--- src/rtl/count_ext_pkg.sv ---
`default_nettype none
// +----------------------------------------------------------------------+
// | Package     : count_ext_pkg                                          |
// | Description : Shared widths and step classification for the          |
// |               count extender.                                        |
// | Revision    : 1.0  initial release                                   |
// +----------------------------------------------------------------------+
package count_ext_pkg;

   localparam int          CNT_W   = 3;
   localparam logic [2:0]  CNT_MAX = 3'd7;

   // How one sampled upstream step relates to the previous sample
   typedef enum logic [2:0] {
      STEP_HOLD    = 3'd0,
      STEP_INC     = 3'd1,
      STEP_WRAP    = 3'd2,
      STEP_RESTART = 3'd3,
      STEP_ERR     = 3'd4
   } step_t;

endpackage
`default_nettype wire

--- src/rtl/count_extender_snap_holder.sv ---
`default_nettype none
// +----------------------------------------------------------------------+
// | Module      : snap_holder                                            |
// | Description : FW-wide snapshot register held behind a valid/ready    |
// |               handshake, with a sticky overflow flag for requests    |
// |               that arrive while a snapshot is still pending.         |
// | Revision    : 1.0  initial release                                   |
// +----------------------------------------------------------------------+
module snap_holder
   import count_ext_pkg::*;
#(
   parameter int FW = 11
) (
   input  logic          clk,
   input  logic          reset_n,
   input  logic          clear,
   input  logic          snap_req,
   input  logic          snap_ready,
   input  logic [FW-1:0] snap_in,
   output logic          snap_valid,
   output logic [FW-1:0] snap_data,
   output logic          snap_ovr
);

   logic          r_valid;
   logic [FW-1:0] r_data;
   logic          r_ovr;
   logic          w_accept;
   logic          w_free;

   // A slot frees up either when empty or when the consumer takes it this cycle
   assign w_accept = r_valid & snap_ready;
   assign w_free   = ~r_valid | w_accept;

   // Capture, release and overflow tracking; data only moves on a capture
   always_ff @(posedge clk or negedge reset_n) begin
      if (!reset_n) begin
         r_valid <= 1'b0;
         r_data  <= '0;
         r_ovr   <= 1'b0;
      end else if (clear) begin
         r_valid <= 1'b0;
         r_ovr   <= 1'b0;
      end else begin
         if (snap_req && w_free) begin
            r_data  <= snap_in;
            r_valid <= 1'b1;
         end else if (w_accept) begin
            r_valid <= 1'b0;
         end
         if (snap_req && !w_free) begin
            r_ovr <= 1'b1;
         end
      end
   end

   assign snap_valid = r_valid;
   assign snap_data  = r_data;
   assign snap_ovr   = r_ovr;

endmodule
`default_nettype wire

--- src/rtl/count_extender.sv ---
`default_nettype none
// +----------------------------------------------------------------------+
// | Module      : count_extender                                         |
// | Description : Extends a free-running 3-bit upstream count with a     |
// |               wrap counter, flags illegal steps and compare matches, |
// |               and captures timestamp snapshots on request.           |
// | Revision    : 1.0  initial release                                   |
// +----------------------------------------------------------------------+
module count_extender
   import count_ext_pkg::*;
#(
   parameter  int EXT_WIDTH = 8,
   localparam int FW        = EXT_WIDTH + CNT_W
) (
   input  logic          clk,
   input  logic          reset_n,
   input  logic [2:0]    count_in,
   input  logic          clear,
   input  logic [FW-1:0] match_val,
   input  logic          snap_req,
   input  logic          snap_ready,
   output logic          snap_valid,
   output logic [FW-1:0] snap_data,
   output logic [FW-1:0] value,
   output logic          wrap_pulse,
   output logic          match_pulse,
   output logic          seq_err,
   output logic          snap_ovr
);

   localparam logic [EXT_WIDTH-1:0] c_ext_one = EXT_WIDTH'(1);

   logic [CNT_W-1:0]     r_cnt;
   logic [EXT_WIDTH-1:0] r_ext;
   logic                 r_primed;
   logic                 r_seq_err;
   logic                 r_wrap;
   logic                 r_match;

   step_t                w_step;
   logic [CNT_W-1:0]     w_cnt_next;
   logic [EXT_WIDTH-1:0] w_ext_next;
   logic                 w_seq_next;
   logic                 w_wrap_next;
   logic                 w_match_next;
   logic [FW-1:0]        w_value;
   logic [FW-1:0]        w_value_next;

   assign w_value = {r_ext, r_cnt};

   // Classify the step from the held count to the freshly sampled one
   always_comb begin
      w_step = STEP_ERR;
      if (count_in == r_cnt) begin
         w_step = STEP_HOLD;
      end else if (r_cnt == CNT_MAX && count_in == 3'd0) begin
         w_step = STEP_WRAP;
      end else if (r_cnt != CNT_MAX && count_in == r_cnt + 3'd1) begin
         w_step = STEP_INC;
      end else if (count_in == 3'd0) begin
         // Only reachable from 1..6: upstream was reset mid-count
         w_step = STEP_RESTART;
      end
   end

   // Next extension, flag and pulse values; clear overrides any step effect
   always_comb begin
      // Every step adopts count_in (a hold already equals it)
      w_cnt_next  = count_in;
      w_ext_next  = r_ext;
      w_seq_next  = r_seq_err;
      w_wrap_next = 1'b0;
      if (clear) begin
         w_ext_next = '0;
         w_seq_next = 1'b0;
      end else if (r_primed) begin
         case (w_step)
            STEP_WRAP: begin
               w_ext_next  = r_ext + c_ext_one;
               w_wrap_next = 1'b1;
            end
            STEP_RESTART: w_ext_next = '0;
            STEP_ERR:     w_seq_next = 1'b1;
            default:      ;
         endcase
      end
   end

   assign w_value_next = {w_ext_next, w_cnt_next};

   // Edge-detect equality so a value parked on match_val fires only once
   assign w_match_next = !clear && r_primed &&
                         (w_value_next == match_val) && (w_value != match_val);

   // Extended value, priming, sticky error and one-cycle pulses
   always_ff @(posedge clk or negedge reset_n) begin
      if (!reset_n) begin
         r_cnt     <= '0;
         r_ext     <= '0;
         r_primed  <= 1'b0;
         r_seq_err <= 1'b0;
         r_wrap    <= 1'b0;
         r_match   <= 1'b0;
      end else begin
         r_cnt     <= w_cnt_next;
         r_ext     <= w_ext_next;
         r_primed  <= 1'b1;
         r_seq_err <= w_seq_next;
         r_wrap    <= w_wrap_next;
         r_match   <= w_match_next;
      end
   end

   snap_holder #(
      .FW         (FW)
   ) u_snap (
      .clk        (clk),
      .reset_n    (reset_n),
      .clear      (clear),
      .snap_req   (snap_req),
      .snap_ready (snap_ready),
      .snap_in    (w_value_next),
      .snap_valid (snap_valid),
      .snap_data  (snap_data),
      .snap_ovr   (snap_ovr)
   );

   assign value       = w_value;
   assign wrap_pulse  = r_wrap;
   assign match_pulse = r_match;
   assign seq_err     = r_seq_err;

endmodule
`default_nettype wire
--- config.mk ---
export PLATFORM = sky130hd
export DESIGN_NAME = count_extender
export DESIGN_NICKNAME = d
export VERILOG_FILES = /design/src/rtl/count_ext_pkg.sv /design/src/rtl/count_extender_snap_holder.sv /design/src/rtl/count_extender.sv
export SDC_FILE = /design/constraint.sdc
export NUM_CORES = 1
export LEC_CHECK = 0
export ABC_AREA = 1
export CORE_MARGIN = 2
export CORE_UTILIZATION = 40
export CTS_BUF_LIST = sky130_fd_sc_hd__clkbuf_2 sky130_fd_sc_hd__clkbuf_4 sky130_fd_sc_hd__clkbuf_8
export CTS_CLUSTER_DIAMETER = 100
export CTS_CLUSTER_SIZE = 20
export DETAILED_ROUTE_END_ITERATION = 10
export PLACE_DENSITY = 0.78
export SYNTH_ARGS = -nofsm -noshare
export SYNTH_HDL_FRONTEND = slang
export SYNTH_SLANG_ARGS = --single-unit
--- constraint.sdc ---
create_clock -name clk -period 2.6 [get_ports clk]
set_input_delay 0.65 -clock clk [delete_from_list [all_inputs] [get_ports clk]]
set_output_delay 0.65 -clock clk [all_outputs]
set_load 0.02 [all_outputs]
Word-level counts from Yosys, hierarchy flattened
Index checks and enable logic that the tools add are counted.

operators by class
  add/subtract/negate cells = 2
  reductions and logical operators = 16
  bitwise logic cells = 4
  muxes and demuxes = 18
  equal/unequal tests = 9

operators by type and width
  operator             number
  $mux 8               2
  $pmux 8 s2           1
  $mux 3               4
  $eq 11x11->1         1
  $mux 1               11
  $ne 11x11->1         1
  $add 8x1->8 const B  1
  $logic_and 1x1->1    7
  $eq 3x2->1 const B   2
  $eq 3x3->1           2
  $eq 3x3->1 const B   2
  $reduce_bool 2->1    3
  $reduce_and 2->1     2
  $add 3x1->3 const B  1
  $logic_not 3->1      1
  $ne 3x3->1 const B   1
  $reduce_bool 3->1    1
  $logic_not 1->1      2
  $not 1->1            2
  $and 1x1->1          1
  $or 1x1->1           1

word-level totals
  flip-flop bits (word level) = 28
  bits of input ports = 19
  output and inout port bits = 27
  word-level logic and storage cells = 58

Logic depth before layout (Yosys ltp)
Gate-level depths: netlist of run 1.

  word-level depth = 13
  gate-level depth with buffers = 18
  gate-level depth less buffers = 18

Cells and area by module
Synthesis of run 1 repeated with hierarchy kept, for this count alone.

unflattened totals
  cells, all modules = 246
  area, all modules = 1785.5 um2

by module, submodules not included
  module          seq. area each (um2)  area an instance (um2)  instances  cells each
  count_extender  375.4                 1246.2                  1          187
  snap_holder     325.3                 539.3                   1          59

Worst setup path before layout of run 1
OpenSTA, ideal clock, no wires.

  path kind = reg2reg
  start point = register r_cnt[0]
  end point = register r_match, in the netlist match_pulse
  clock period less this slack = 2081 ps
  arrival time = 1966 ps
  required time = 2485 ps
  path buffers = 0
  cell stages (with the launch flop) = 17
  library setup time = 115 ps
  setup slack = 519 ps
  cells stage by stage = dfrtp_1 > ha_1 > ha_1 > inv_1 > nand2_1 > nand2_1 > nor2_1 > nand2_2 > nand3_2 > nor2_2 > nand2_1 > o21ai_1 > nand2_1 > nand2_1 > nand2_1 > nand3_1 > nor2_2

between the ends
  longest elaborated chain between the ends = 13
  elaborated cells between the ends (all ways) = 19
  those cells by class = add/sub (1); eq/ne (8); mux (6); reduce/logical (4)

RTL lines
  what                      RTL line               source
  start: declaration        count_extender.sv:33   logic [CNT_W-1:0] r_cnt;
  start signal: assignment  count_extender.sv:105  r_cnt <= w_cnt_next;
  $add 3x1->3               count_extender.sv:58   end else if (r_cnt != CNT_MAX && count_in == r_cnt + 3'd1) begin
  $eq 3x3->1                count_extender.sv:58
  $logic_and 1x1->1         count_extender.sv:58
  $mux 3                    count_extender.sv:58
  $mux 3                    count_extender.sv:56   end else if (r_cnt == CNT_MAX && count_in == 3'd0) begin
  $mux 3                    count_extender.sv:54   if (count_in == r_cnt) begin
  $eq 3x2->1                count_extender.sv:77   case (w_step)
  $pmux 8 s2                count_extender.sv:77
  $mux 8                    count_extender.sv:76   end else if (r_primed) begin
  $mux 8                    count_extender.sv:73   if (clear) begin
  $eq 11x11->1              count_extender.sv:93   (w_value_next == match_val) && (w_value != match_val);
  $logic_and 1x1->1         count_extender.sv:92   assign w_match_next = !clear && r_primed &&
  $logic_and 1x1->1 *       count_extender.sv:93
  named net w_match_next    count_extender.sv:45   logic w_match_next;
  end signal: assignment    count_extender.sv:110  r_match <= w_match_next;
  end: declaration          count_extender.sv:38   logic r_match;

Mark *: on every way through the listed nets, which the timed path passes. The rest lies on a longest branch.
A chain may end at the register's enable or synchronous reset.

Worst setup path after layout of run 1
  start point = input count_in[2]
  end point = register r_match, in the netlist match_pulse

between the ends
  longest elaborated chain between the ends = 12
  elaborated cells between the ends (all ways) = 17
  those cells by class = eq/ne (5); mux (7); reduce/logical (5)

RTL lines
  what                                           RTL line                                                          source
  start: declaration                             count_extender.sv:17                                              input logic [2:0] count_in,
  $logic_not 3->1 or $eq 3x3->1 (tied branches)  count_extender.sv:56, count_extender.sv:60, count_extender.sv:58
  $mux 3 or $logic_and 1x1->1 (tied branches)    count_extender.sv:60, count_extender.sv:58
  $mux 3                                         count_extender.sv:58
  $mux 3                                         count_extender.sv:56
  $mux 3                                         count_extender.sv:54
  $eq 3x2->1                                     count_extender.sv:77
  $pmux 8 s2                                     count_extender.sv:77
  $mux 8                                         count_extender.sv:76
  $mux 8                                         count_extender.sv:73
  $eq 11x11->1 *                                 count_extender.sv:93
  $logic_and 1x1->1 *                            count_extender.sv:92
  $logic_and 1x1->1 *                            count_extender.sv:93
  named net w_match_next                         count_extender.sv:45

Marks and branches as above.

==> flow_summary.yaml, run 1 <==
floorplanning:
  die_x_um: 69.3
  die-area_um2: 4810
  start_util_pct: 42.1
  core-area_um2: 4060
  row_count: 23
  die_h_um: 69.3
  ios: 46
layout:
  diodes: 0
  fin_nets: 303
  drive_gt1_share_pct: 9.29
  stdcell_count: 330
  final_util_pct: 56.4
  fill_cells: 389
  syn_to_final_growth_pct: 34.2
grt:
  grt_max_degree: 29
  antenna_found_initial: 0
  grt_pass1_wl_um: 6800
  overflow: 0
  grt_pass1_vias: 1456
  grt_usage_pct: 17.2
sta:
  fin_skew_ps: 2.08
  fmax_mhz: 433
  period_needed_ps: 2310
  finalMaxSlewViolations: 0
  grt_setup_unrepaired: "false"
  tns_ps: 0
  setup_viol: 0
  finalCritPeriodShare_pct: 88.8
  hold_viol_final: 0
route:
  wire_per_inst_um: 11.9
  drc_errors: 0
  ant_nets: 0
  avgViaCountPerCell: 4.80
  vias: 1584
  dr.first_iter.drc_count: 84
  drt-total-wl_um: 3940
  firstDrtPassIters: 4
synthesis:
  yosys_warnings: 0
  syn_inst: 231
  synth_common_cells: "nand2_1, inv_1, dfrtp_1"
  avgSynthCellArea_um2: 7.39
  ys_top_cells_by_area: "dfrtp_1, nand2_1, inv_1"
  synth_top_cell_by_area: "dfrtp_1"
  synth_top_area_share_pct: 41.1
  synth-seq-cells: 28
  syn_nets: 253
  synth_area_um2: 1710
  async_flop_share_pct: 100
  synth_most_common_cell: "nand2_1"
  ys_types: 30
  ys.flop_type: "dfrtp_1"
  synth_edf_count: 0
  seq_area_frac_synth_pct: 41.1
pwr:
  p_leak_nw: 1.16
  switching_share_pct: 27.1
  power_mw: 0.926
  switchingPower_mw: 0.251
  p_seq_share_pct: 50.3
  p_int_mw: 0.676
  vdd_drop_max_uv: 206
  clockPowerShare_pct: 29.1
  combPwrFrac_pct: 20.7
  power_density_nw_per_um2: 405
placement:
  io_buffer_count: 45
  dp_hpwl_um: 3210
  placed_cells: 326
  gp_congestion: 0.986
clock_tree:
  ctsHoldBuffers: 0
  clockBufferDepth: 2
  cts_buffers: 3
  cts_resized: 0
  htreeDepth: 1
  clk_latency_ps: 270
  root_buffer: "clkbuf_8"
  cts_tree: "done"
  cts_num_sinks: 28
  path_clk_slew_ps: 90
  cts_setup_buffers: 0
setup_path:
  cp_max_fo: 8
  crit_type: "in2reg"
  worstRegToRegCells: 15
  cp_slowest_cell: "clkdlybuf4s50_1"
  worst_ep_required_time_ps: 2810
  r2r_end: "match_pulse"
  crit_arrival_ps: 2520
  cpMostUsedCell: "nand2_2"
  crit_path_start_kind: "input port"
  max_stage_delay_ps: 540
  critPathCaptureType: "register"
  crit_chain: "clkdlybuf4s50_1, nor3_2, nand4_2, a21oi_2, nand2_2, nand2_2, nand3_2, nor2_1, nand2_1, nor2_2"
  r2r-start: "r_cnt[0]"
  reg2reg_slack_ps: 320
status:
  outcome: "finished, final reports clean"
min_path:
  min-delay-start: "u_snap.snap_data[5]"
  min_delay_path_depth: 2
  holdPathEnd: "u_snap.snap_data[5]"
  hp-class: "reg2reg"
job:
  drv_cap: 0
[state kept, by name (all words and copies together) (netlist names)]
signal,count
r_ext,8
u_snap.snap_ovr,1
r_primed,1
u_snap.snap_valid,1
wrap_pulse,1
match_pulse,1
seq_err,1
u_snap.snap_data,11
r_cnt,3
[critical path, delay by kind of cell]
kind	cells	cell delay, ps
AOI/OAI and AO/OA	1	230
buffers and inverters	1	540
and+or+nand+nor	8	1100
[area by class of cell]
type	instances	area (um2)	share of cell area [%]
sequential	28	701	30.6
timing repair buffer	49	480	21.0
inverter	34	128	5.57
multi-input combinational	165	863	37.7
tap	50	62.6	2.73
clock buffer	4	55.1	2.40
[cell families after synthesis]
group	Yosys count	synth area share, %
simple gates	125	32.8
mux	1	0.660
flops	28	41.1
xor+xnor	15	7.70
fa+ha+maj	3	2.20
buf+inv	38	8.36
compound gates	20	7.04
other cells	1	0.220
[layer usage]
layer | share of wire (%) | GRT usage (%) | vias up
met5 | 0 | 0 | -
met4 | 0.79 | 3.92 | 0
met3 | 5.3 | 2.47 | 4
met2 | 47 | 27.7 | 41
met1 | 47 | 24.5 | 723
li1 | - | - | 816
[worst max-delay path by stage]
stage | start | end | cells after the start
floorplan | r_cnt[0] | match_pulse | 16
global placement | count_in[1] | match_pulse | 11
detailed placement | count_in[2] | match_pulse | 10
CTS | count_in[2] | match_pulse | 10
global route | count_in[2] | match_pulse | 11
finish | count_in[2] | match_pulse | 10
[placed cells by master, fill, tap and decap left out]
cell type        Yosys  final
clkbuf_8             0      4
a21oi_2              1      1
nand4_2              1      1
nor3_1               4      4
o211ai_1             1      1
a21oi_1              3      3
a32o_1               1      1
dfrtp_1             28     28
buf_4                0      4
o21ai_0              8      8
nand3_1             19     19
a21boi_0             1      1
ha_1                 3      3
nand2_1             66     66
inv_2                3      3
conb_1               1      1
o21a_1               1      1
nand3_2              3      3
nor2_2               2      2
or2_2                2      2
o21ai_1              3      3
nand2_2              4      4
nor3_2               1      1
xor2_1               8      8
o2111ai_1            1      1
xnor2_1              7      7
nor2_1              21     21
inv_1               31     31
nand3b_1             2      2
mux2_2               1      1
clkdlybuf4s50_1      0     45
[power by group through the flow]
stage	logic (mW)	registers [mW]	clock network, mW
after floorplan	0.0742	0.492	0
after global placement	0.189	0.475	0
after detailed placement	0.192	0.474	0
after CTS	0.193	0.466	0.280
after global routing	0.210	0.469	0.301
final	0.191	0.466	0.269
[per-stage QoR]
step	instance area, um2	setup WS (ps)	hold WS, ps
after floorplan	1710	519	354
after global placement	2230	63.2	465
after detailed placement	2230	4.85	464
after CTS	2290	303	492
after global routing	2290	75.4	522
final	2290	290	488
Note: power is estimated with default switching activity, not from simulation.
==> inputs of run 2 (changes only) <==
--- a/config.mk
+++ b/config.mk
@@ -7,4 +7,5 @@
 export LEC_CHECK = 0
 export ABC_AREA = 1
+export CORE_ASPECT_RATIO = 1.5
 export CORE_MARGIN = 2
 export CORE_UTILIZATION = 40
@@ -14,4 +15,5 @@
 export DETAILED_ROUTE_END_ITERATION = 10
 export PLACE_DENSITY = 0.78
+export SLEW_MARGIN = 10
 export SYNTH_ARGS = -nofsm -noshare
 export SYNTH_HDL_FRONTEND = slang
==> constraint.sdc (replaced) <==
create_clock -name clk -period 2.6 [get_ports clk]
set_input_delay 0.78 -clock clk [delete_from_list [all_inputs] [get_ports clk]]
set_output_delay 0.78 -clock clk [all_outputs]
set_load 0.02 [all_outputs]
==> run 2 against run 1 <==
- sequential share of layout area fell by 1.5 points
- die area grew 0.22%
- clock skew rose by 6.4 ps
- setup slack worse by 110 ps
- cell area grew 5.3%
- maximum frequency down 4.6%
==> flow_summary.yaml, run 2 (same netlist as run 1, synthesis figures left out) <==
status:
  outcome: "finished, final reports clean"
setup_path:
  critPathTopFamily: "simple AND/OR/NAND/NOR gates"
  worst_ep_required_time_ps: 2830
  cp_slowest_cell: "clkdlybuf4s50_1"
  crit_arrival_ps: 2650
  max_stage_delay_ps: 610
  cp_max_fo: 5
  cp_num_buf_inv: 3
  crit_type: "in2reg"
  crit_path_start_kind: "input port"
  crit_chain: "clkdlybuf4s50_1, inv_2, nand2_1, nand2_1, nor2_1, nand2_2, inv_2, nor2_1, o211ai_1, nand2_2, nand2_2, nand3_2, nor2_1, nand2_1, nor2_2"
  critPathCaptureType: "register"
route:
  vias: 1647
  ant_nets: 0
  drt-total-wl_um: 4330
  firstDrtPassIters: 4
  drc_errors: 0
  dr.first_iter.drc_count: 27
  wire_per_inst_um: 12.8
  avgViaCountPerCell: 4.87
min_path:
  hp-class: "reg2reg"
clock_tree:
  cts_tree: "done"
  clk_latency_ps: 280
  root_buffer: "clkbuf_8"
  cts_num_sinks: 28
  htreeDepth: 1
  clockBufferDepth: 2
  cts_buffers: 3
  path_clk_slew_ps: 100
  cts_setup_buffers: 0
pwr:
  p_int_mw: 0.753
  vdd_drop_max_uv: 297
  p_leak_nw: 1.23
  p_seq_share_pct: 45.8
  clockPowerShare_pct: 34.5
  switchingPower_mw: 0.266
  power_density_nw_per_um2: 422
  combPwrFrac_pct: 19.8
  switching_share_pct: 26.1
  power_mw: 1.02
grt:
  grt_usage_pct: 18.6
  overflow: 0
  antenna_found_initial: 0
  grt_pass1_vias: 1567
  grt_max_degree: 29
  grt_pass1_wl_um: 6900
floorplanning:
  core-area_um2: 4170
  die-area_um2: 4820
  die_h_um: 84
  start_util_pct: 40.9
  die_x_um: 57.3
  row_count: 29
  ios: 46
job:
  drv_cap: 0
sta:
  finalMaxSlewViolations: 0
  hold_viol_final: 0
  setup_viol: 0
  fin_skew_ps: 8.43
  whs_ps: 488
  fmax_mhz: 413
  finalCritPeriodShare_pct: 93.1
  period_needed_ps: 2420
layout:
  syn_to_final_growth_pct: 41.3
  drive_gt1_share_pct: 13.0
  multiInputGateArea_um2: 878
  fin_nets: 315
  seqCellArea_um2: 701
  largest_reg_flops: 11
  fill_cells: 377
  mostFrequentLayoutCells: "nand2_1, clkdlybuf4s50_1, inv_1"
  final_common_cell: "nand2_1"
  diodes: 0
placement:
  dp_hpwl_um: 3390
  io_buffer_count: 45
  gp_congestion: 0.856
-- run 2: metal layers --
metal  track usage, %  vias to the layer above  routed length [um]  share of wire [%]
met4             8.67                        0                 120                2.8
met5                0                        -                   0                  0
met3             2.33                        8                 179                4.1
met1             20.4                      748                1720                 40
met2             34.2                       46                2310                 53
li1                 -                      845                   -                  -
-- run 2: path summary, 6_finish.rpt --
check                                    startpoint             endpoint  slack (ps)  cells past startpoint
worst max-delay path                    count_in[1]          match_pulse         180                     15
worst min-delay path            u_snap.snap_data[4]  u_snap.snap_data[4]         490                      2
worst max register to register             r_cnt[0]          match_pulse         340                     15
worst min register to register  u_snap.snap_data[4]  u_snap.snap_data[4]         490                      2
max in group asynchronous                   reset_n             r_ext[2]        1460                      2
min in group asynchronous                   reset_n             r_cnt[1]         870                      2
-- run 2: timing repair --
action / 4_1_cts / 5_1_grt
resized for setup: 0 / 4
setup endpoints to repair: 0 / 1
hold buffers: 0 / 0
-- run 2: layout make-up --
| cell class | count | share of cell area [%] |
|---|---|---|
| clock buffers | 3 | 1.71 |
| flip-flops and latches | 28 | 29.1 |
| clock inverters | 1 | 1.25 |
| multi-input cells | 165 | 36.4 |
| well taps | 46 | 2.39 |
| inverters | 34 | 5.29 |
| repair buffers | 61 | 23.9 |
-- run 2: worst reg2reg max path: cells and delay by family, from the launching register on --
family | cells | cell delay (ps)
flip-flops | 1 | 450
AO/OA/AOI/OAI | 1 | 190
AND/OR/NAND/NOR | 10 | 940
adder cells (fa/ha/maj) | 2 | 490
buffers and inverters | 2 | 120
-- run 2: power by group through the flow --
stage               Sequential [mW]  Clock [mW]  Combinational (mW)
global placement              0.474           0               0.197
global route                  0.469       0.369               0.220
detailed placement            0.474           0               0.200
floorplan                     0.492           0              0.0742
finish                        0.466       0.351               0.201
CTS                           0.466       0.358               0.201
-- run 2: through the flow --
| stage | cells | setup slack, ps | setup TNS, ps | area, um2 | utilization [%] |
|---|---|---|---|---|---|
| 2_1_floorplan | 231 | 519 | 0 | 1710 | - |
| 6_report | 338 | 180 | 0 | 2410 | 57.8 |
| 4_1_cts | 338 | 126 | 0 | 2390 | 57.3 |
| 5_1_grt | 338 | -7.11 | -7.11 | 2410 | 57.8 |
| 3_3_place_gp | 334 | -148 | -156 | 2320 | 55.6 |
| 3_5_place_dp | 334 | -171 | -288 | 2320 | 55.6 |
==> inputs of run 3 (changes only) <==
Settings changed: MAX_ROUTING_LAYER from default to met4.
==> run 3 against run 2 <==
- maximum frequency is 1.3% lower
- final cell count is 0.30% higher
- cell area is 0.31% higher
- worst hold slack better by 1.6 ps
- routed wire length is 4.9% higher
- clock power is 1% lower
- via count is 1.7% higher
- sequential share of layout area is 0.090 points lower
- sequential power hardly changed
- global-route usage is 1.3 points higher
- critical path depth is 2 lower
- critical path type unchanged
- critical endpoint unchanged
- largest cell class unchanged
- largest power group unchanged
==> flow_summary.yaml, run 3 (same netlist as run 1, synthesis figures left out) <==
clock_tree:
  path_clk_slew_ps: 100
  htreeDepth: 1
  ctsHoldBuffers: 0
  cts_num_sinks: 28
  cts_tree: "done"
  cts_buffers: 3
  clockBufferDepth: 2
  clk_latency_ps: 270
  cts_resized: 0
  cts_setup_buffers: 0
  root_buffer: "clkbuf_8"
setup_path:
  critPathTopFamily: "simple AND/OR/NAND/NOR gates"
  max_stage_delay_ps: 610
  cp_max_fo: 5
  crit_chain: "clkdlybuf4s50_1, nand2_1, nand2_1, nor2_1, nand2_2, inv_2, nor2_1, o211ai_1, nand3_1, nand3_2, nor2_1, nand2_1, nor2_2"
  r2r_end: "match_pulse"
  crit_type: "in2reg"
  crit_arrival_ps: 2670
  worstRegToRegCells: 15
  crit_path_start_kind: "input port"
  cp_slowest_cell: "clkdlybuf4s50_1"
  cp_num_buf_inv: 2
  reg2reg_slack_ps: 290
  worst_ep_required_time_ps: 2820
  critPathCaptureType: "register"
  r2r-start: "r_cnt[0]"
sta:
  worst_slack_ps: 148
  period_needed_ps: 2450
  whs_ps: 490
  hold_viol_final: 0
  finalMaxSlewViolations: 0
  finalCritPeriodShare_pct: 94.3
  grt_setup_unrepaired: "false"
  fmax_mhz: 408
  setup_viol: 0
  fin_skew_ps: 2.50
layout:
  syn_to_final_growth_pct: 41.7
  mostFrequentLayoutCells: "nand2_1, clkdlybuf4s50_1, inv_1"
  diodes: 0
  drive_gt1_share_pct: 13.3
  fin_nets: 316
  fill_cells: 366
  final_common_cell: "nand2_1"
  largest_reg_flops: 11
status:
  outcome: "finished, final reports clean"
pwr:
  power_density_nw_per_um2: 421
  vdd_drop_max_uv: 371
  p_seq_share_pct: 45.7
  power_mw: 1.02
  p_int_mw: 0.755
  switchingPower_mw: 0.265
  p_leak_nw: 1.24
  switching_share_pct: 26.0
  combPwrFrac_pct: 20.2
  clockPowerShare_pct: 34.1
min_path:
  hp-class: "reg2reg"
  holdPathEnd: "u_snap.snap_data[4]"
  min_delay_path_depth: 2
  min-delay-start: "u_snap.snap_data[4]"
route:
  avgViaCountPerCell: 4.94
  wire_per_inst_um: 13.4
  ant_nets: 0
  vias: 1675
  drc_errors: 0
  drt-total-wl_um: 4540
  firstDrtPassIters: 4
  dr.first_iter.drc_count: 51
placement:
  gp_congestion: 0.894
  dp_hpwl_um: 3490
  place_ws_ps: -176
  io_buffer_count: 45
job:
  drv_cap: 0
floorplanning:
  core-area_um2: 4170
  start_util_pct: 40.9
  row_count: 29
  ios: 46
  die-area_um2: 4820
  die_x_um: 57.3
  die_h_um: 84
grt:
  grt_pass1_wl_um: 7270
  antenna_found_initial: 0
  grt_usage_pct: 19.9
  overflow: 0
  grt_pass1_vias: 1585
  grt_max_degree: 29
==> run 3: cell types whose count changed in the layout (fill, tap and decap cells not counted) <==
cell,previous run,this run
buf_4,16,17
==> run 3: per-stage QoR <==
| stage | utilization [%] | instances | instance area [um2] | TNS (ps) |
|---|---|---|---|---|
| 2_1_floorplan | - | 231 | 1710 | 0 |
| 3_3_place_gp | 55.8 | 335 | 2330 | -163 |
| 3_5_place_dp | 55.8 | 335 | 2330 | -302 |
| 4_1_cts | 57.5 | 339 | 2400 | 0 |
| 5_1_grt | 58.0 | 339 | 2420 | 0 |
| 6_report | 58.0 | 339 | 2420 | 0 |
==> run 3: worst max path at each step <==
stage / to / startpoint / slack (ps) / depth (start not counted)
final: match_pulse / count_in[1] / 150 / 13
after global routing: match_pulse / count_in[1] / 2 / 15
after CTS: match_pulse / count_in[2] / 120 / 11
after detailed placement: match_pulse / count_in[2] / -180 / 11
after global placement: match_pulse / count_in[2] / -150 / 11
after floorplan: match_pulse / r_cnt[0] / 520 / 16
==> run 3: power groups by stage <==
stage          clock network [mW]  logic, mW  registers, mW
3_3_place_gp                    0      0.199          0.474
4_1_cts                     0.356      0.205          0.466
6_report                    0.347      0.206          0.466
3_5_place_dp                    0      0.204          0.474
2_1_floorplan                   0     0.0742          0.492
5_1_grt                     0.375      0.226          0.469
==> run 3: final cells by class <==
cell class,instances,area (um2),area share [%]
clock buffer,3,41.3,1.71
tap,46,57.6,2.38
inverter,34,128,5.28
clock inverter,1,30.0,1.24
multi-input combinational,165,878,36.3
sequential,28,701,29.0
timing repair buffer,62,583,24.1
==> run 3: worst min-delay path: cells and delay by family, from the launching register on <==
kind,cells,cell delay [ps]
buf+inv,1,40
compound gates,1,60
flops,1,360
==> run 3: routing by layer <==
metal	vias up	global-route usage [%]	wire length [um]
met3	9	2.17	165
met5	-	-	0
met1	777	23.4	1780
li1	847	-	-
met4	0	7.19	110
met2	42	34.5	2490
==> RTL edit 1, RTL diff (settings of run 1) <==
Set the parameter `EXT_WIDTH` to 6 (it was 8).
--- a/src/rtl/count_extender.sv
+++ b/src/rtl/count_extender.sv
@@ -10,5 +10,5 @@
    import count_ext_pkg::*;
 #(
-   parameter  int EXT_WIDTH = 8,
+   parameter  int EXT_WIDTH = 6,
    localparam int FW        = EXT_WIDTH + CNT_W
 ) (
Interface: changed (resized match_val, snap_data and value); port bits go from 46 to 40. The function was not compared with the original's and may differ.
==> RTL edit 1 against run 1 <==
Fmax increased by 5.4%. Routed wire length decreased by 19%. Synthesized area shrank 17%. Setup slack better by 0.12 ns. Sequential cell count is 4 lower. Combinational power decreased by 10%. Sequential power shrank 14%. Hold slack gained 0.011 ns. Register-to-register slack improved by 0.11 ns. Final cell count decreased by 16%. Global-route usage up 0.60 points. Critical path depth grew 2. Total power fell by 8.9%. Cell area fell by 16%. Largest power group unchanged. Highest routed layer unchanged.
==> RTL edit 1: results (changes against run 1) <==
Finish
  • Filler Cell Count: 336 (-14%)
  • Nets@finish: 251 (-17%)
  • Max reg flops: 9 (-2)
  • Share of layout cells above drive strength 1: 0.0826 (-0.0102)
  • Antenna Cells: 0 (unchanged)

GRT
  • Largest net degree at the start of global routing: 25 (-14%)
  • Initial antenna violation count: 0 (unchanged)
  • First-pass GRT wire length: 5680 µm (-16%)
  • Gr usage total: 0.178 (+0.00596)

Clock network
  • Post-CTS sizing: 0 (unchanged)
  • Worst-Skew Late Latency: 0.32 ns (+0.05 ns)
  • Post-CTS setup buffer count: 0 (unchanged)
  • Clock slew at reported path FFs: 0.13 ns (+0.04 ns)
  • Htree depth: 1 (unchanged)
  • CTS root buf: clkbuf_4
  • CTS buffer count: 3 (unchanged)
  • Clock buffer depth: 2 (unchanged)

Placement
  • Detail Placement HPWL: 2510 µm (-22%)
  • Gpl congestion: 0.876 (-11%)
  • IO buf count: 39 (-13%)

Logic synthesis
  • Largest cells by area after synthesis: dfrtp_1 43%, nand2_1 13%, inv_1 6.4%
  • Post-synth ARST share: 1.00 (unchanged)
  • Post-Syn Nets: 207 (-18%)
  • Prevailing post-synth register cell: dfrtp_1
  • Post-synthesis sequential area ratio: 0.426 (+0.0150)
  • Most instantiated cells after synthesis: 49 x nand2_1, 24 x dfrtp_1, 24 x inv_1, 24 x nor2_1, 10 x xnor2_1
  • Distinct cell type count after synthesis: 27 (-10%)
  • YS warnings: 0 (unchanged)

Critical path
  • Slowest stage cell, crit path: clkdlybuf4s50_1
  • CP Max Fanout: 7 (-1)
  • Worst EP arrival: 2.45 ns (-0.07 ns)
  • Max incr delay on CP: 0.56 ns (+0.02 ns)
  • CP top delay family: simple AND/OR/NAND/NOR gates

Route
  • Starting DRC count in detailed routing: 77 (-8.3%)
  • 1st-pass router iterations: 4 (unchanged)
  • Via count: 1,304 (-18%)
  • Detailed-route wire length per cell: 11.5 µm (-3.2%)

Hold path
  • HP Class: register to register

Pwr
  • Sw frac: 0.260 (-0.0109)
  • Static leakage: 0.937 nW (-19%)
  • Peak VDD IR: 0.246 mV (+19%)

STA
  • Clock Skews: 0.00249 ns (+0.000411 ns)

Status
  • Status: finished, final reports clean
[RTL edit 1: cell types whose count changed after synthesis, moves of 2 or more]
| cell | delta |
|---|---|
| nand3_1 | -10 |
| clkinv_1 | +3 |
| nor3_1 | -4 |
| nand4_1 | +3 |
| nor2_1 | +3 |
| nand2_1 | -17 |
| dfrtp_1 | -4 |
| or2_2 | -2 |
| xnor2_1 | +3 |
| inv_1 | -7 |
| xor2_1 | -5 |
[RTL edit 1: layer usage]
layer,share of wire,vias up,GRT usage
met3,0.064,6,0.0250
met1,0.46,585,0.243
met4,0.022,0,0.0951
met5,0,-,0
met2,0.45,45,0.272
li1,-,668,-
[RTL edit 1: worst min-delay path, stage by stage (launching register included)]
cell and delay (ns):
dfrtp_1 0.37, nand2_1 0.05, o21ai_0 0.06
[RTL edit 1: logic make-up after synthesis]
kind of cell,after synthesis,synth area share
adder cells (fa/ha/maj),3,0.0266
AO/OA/AOI/OAI,18,0.0745
other,1,0.00266
XOR/XNOR,13,0.0807
AND/OR/NAND/NOR,96,0.305
flip-flops,24,0.426
buffers and inverters,32,0.0851
[RTL edit 1: final cells by class]
type	count	area [µm²]	share of cell area
multi-input cells	131	691	0.360
inverters	30	113	0.0587
repair buffers	41	405	0.211
well taps	46	57.6	0.0300
clock inverters	1	30.0	0.0156
clock buffers	3	22.5	0.0117
flip-flops and latches	24	601	0.313
[RTL edit 1: metrics by stage]
step | hold WS [ns] | worst slack [ns] | instances | cell area, µm² | utilization
2_1_floorplan | 0.354 | 0.589 | 187 | 1410 | -
4_1_cts | 0.509 | 0.399 | 276 | 1920 | 0.571
3_5_place_dp | 0.476 | 0.0604 | 272 | 1870 | 0.555
6_report | 0.499 | 0.409 | 276 | 1920 | 0.571
3_3_place_gp | 0.466 | 0.0996 | 272 | 1870 | 0.555
5_1_grt | 0.536 | 0.233 | 276 | 1920 | 0.571
[RTL edit 1: power by group through the flow]
stage / logic [mW] / clock network [mW] / registers [mW]
5_1_grt: 0.190 / 0.296 / 0.404
3_3_place_gp: 0.170 / 0 / 0.410
4_1_cts: 0.173 / 0.281 / 0.402
2_1_floorplan: 0.0639 / 0 / 0.428
6_report: 0.171 / 0.271 / 0.402
3_5_place_dp: 0.172 / 0 / 0.409
[RTL edit 1: worst paths after layout]
path	startpoint	endpoint	slack [ns]	cells past startpoint
setup / recovery	count_in[2]	match_pulse	0.41	12
hold / removal	u_snap.snap_data[2]	u_snap.snap_data[2]	0.50	2
setup reg to reg	r_cnt[0]	match_pulse	0.43	17
hold reg to reg	u_snap.snap_data[2]	u_snap.snap_data[2]	0.50	2
max in group asynchronous	reset_n	r_primed	1.71	2
min in group asynchronous	reset_n	u_snap.snap_data[8]	0.67	2
==> RTL edit 2, RTL diff (settings of run 1) <==
Made on the original files. Make the reset (`reset_n`) synchronous in 2 clocked blocks.
--- a/src/rtl/count_extender_snap_holder.sv
+++ b/src/rtl/count_extender_snap_holder.sv
@@ -34,5 +34,5 @@
 
    // Capture, release and overflow tracking; data only moves on a capture
-   always_ff @(posedge clk or negedge reset_n) begin
+   always_ff @(posedge clk) begin
       if (!reset_n) begin
          r_valid <= 1'b0;
--- a/src/rtl/count_extender.sv
+++ b/src/rtl/count_extender.sv
@@ -94,5 +94,5 @@
 
    // Extended value, priming, sticky error and one-cycle pulses
-   always_ff @(posedge clk or negedge reset_n) begin
+   always_ff @(posedge clk) begin
       if (!reset_n) begin
          r_cnt     <= '0;
Formal check against the unedited RTL: differs if reset_n is asserted again (counterexample within 4 cycles, from zero or initial values and one cycle with reset_n low); with reset_n held inactive, the same outputs for 10 cycles.
==> RTL edit 2 against run 1 <==
Fmax shrank 2.2%. Sequential cell count did not move. Setup slack lost 0.051 ns. Critical path type unchanged. Via count grew 7.6%. Sequential power is 4% lower. Cell area decreased by 1.5%. Synthesized area is 1.8% lower. Routed wire length is 8.1% higher. Clock skew rose by 0.0023 ns. Total power decreased by 6.2%.
==> RTL edit 2: results (changes against run 1) <==
Logic synthesis
  • Most instantiated cells after synthesis: 77 x nand2_1, 33 x inv_1, 28 x dfxtp_1, 28 x nor2_1, 17 x o21ai_0
  • Post-Syn Nets: 280 (+11%)
  • Largest cells by area after synthesis: dfxtp_1 33%, nand2_1 17%, inv_1 7.4%
  • Post-synthesis sequential area ratio: 0.335 (-0.0760)
  • Syn Inst Count: 257 (+11%)

Route
  • Detailed-route wire length per cell: 12.0 µm (+0.49%)
  • Vias per inst: 4.80 (about the same)
  • Via count: 1,705 (+7.6%)
  • Starting DRC count in detailed routing: 81 (-3.6%)

Finish
  • Nets@finish: 329 (+8.6%)
  • Share of layout cells above drive strength 1: 0.0754 (-0.0174)

STA
  • Hold Slack: 0.452 ns (-0.0360 ns)

Critical path
  • FF-to-FF path depth: 17 (+2)
  • Reg2reg start: r_cnt[1]
  • CP Max Fanout: 7 (-1)
  • Worst EP arrival: 2.54 ns (+0.02 ns)
  • RR Endpoint: match_pulse

Placement
  • Detail Placement HPWL: 3310 µm (+3.3%)
  • Post-placement cell area: 2200 µm² (-1.5%)
  • Gpl congestion: 0.869 (-12%)
  • Placed cells: 351 (+7.7%)
  • Place WS: -0.0293 ns (-0.0341 ns)

Hold path
  • WHS Endpoint: u_snap.snap_data[1]

Status
  • Status: finished, final reports clean

Clock network
  • Clock slew at reported path FFs: 0.09 ns (about the same)

GRT
  • First-pass GRT wire length: 7110 µm (+4.7%)
  • Vias in the first global route: 1,573 (+8.0%)
  • Gr usage total: 0.201 (+0.0292)

Pwr
  • Static leakage: 1.06 nW (-8.9%)
RTL edit 2: cell families (layout without fill, tap and decap cells):
kind of cell,after synthesis,in the layout,share of synthesized area
buffers and inverters,43,91,0.100
XOR/XNOR,13,13,0.0680
adder cells (fa/ha/maj),4,4,0.0299
AO/OA/AOI/OAI,31,31,0.101
AND/OR/NAND/NOR,138,138,0.367
flip-flops,28,28,0.335
RTL edit 2: layer usage:
metal,GRT usage,part of all wire,vias up
met5,0,0,-
met4,0.0711,0.016,0
met3,0.0195,0.057,7
met2,0.328,0.46,52
met1,0.277,0.47,752
li1,-,-,894
RTL edit 2: report_power, final:
| group | internal, mW | leakage [nW] | switching (mW) |
|---|---|---|---|
| clock | 0.135 | 0.0288 | 0.130 |
| sequential | 0.438 | 0.228 | 0.0103 |
| combinational | 0.0709 | 0.804 | 0.0845 |
RTL edit 2: area by class of cell:
cell class | instances | area share
flip-flops and latches | 28 | 0.248
multi-input cells | 186 | 0.420
clock buffers | 4 | 0.0244
repair buffers | 51 | 0.220
well taps | 50 | 0.0277
inverters | 36 | 0.0599
RTL edit 2: worst max path at each step:
stage,slack [ns],startpoint,endpoint,cells past startpoint
after global routing,0.01,count_in[2],match_pulse,15
after floorplan,0.60,r_cnt[1],match_pulse,16
after CTS,0.26,count_in[2],match_pulse,14
after global placement,0.002,count_in[2],match_pulse,14
final,0.24,count_in[2],match_pulse,14
after detailed placement,-0.03,count_in[2],match_pulse,14
RTL edit 2: worst max-delay path: stages:
cell,delay [ns]
clkdlybuf4s50_1,0.68
inv_2,0.07
nand2_1,0.06
nand2_1,0.07
nand3_2,0.10
nand2_2,0.10
nor2_2,0.23
nand2_1,0.09
nand2_1,0.09
nand3_2,0.12
nor2_1,0.12
nor2_1,0.05
nand3_1,0.07
nor2_1,0.04
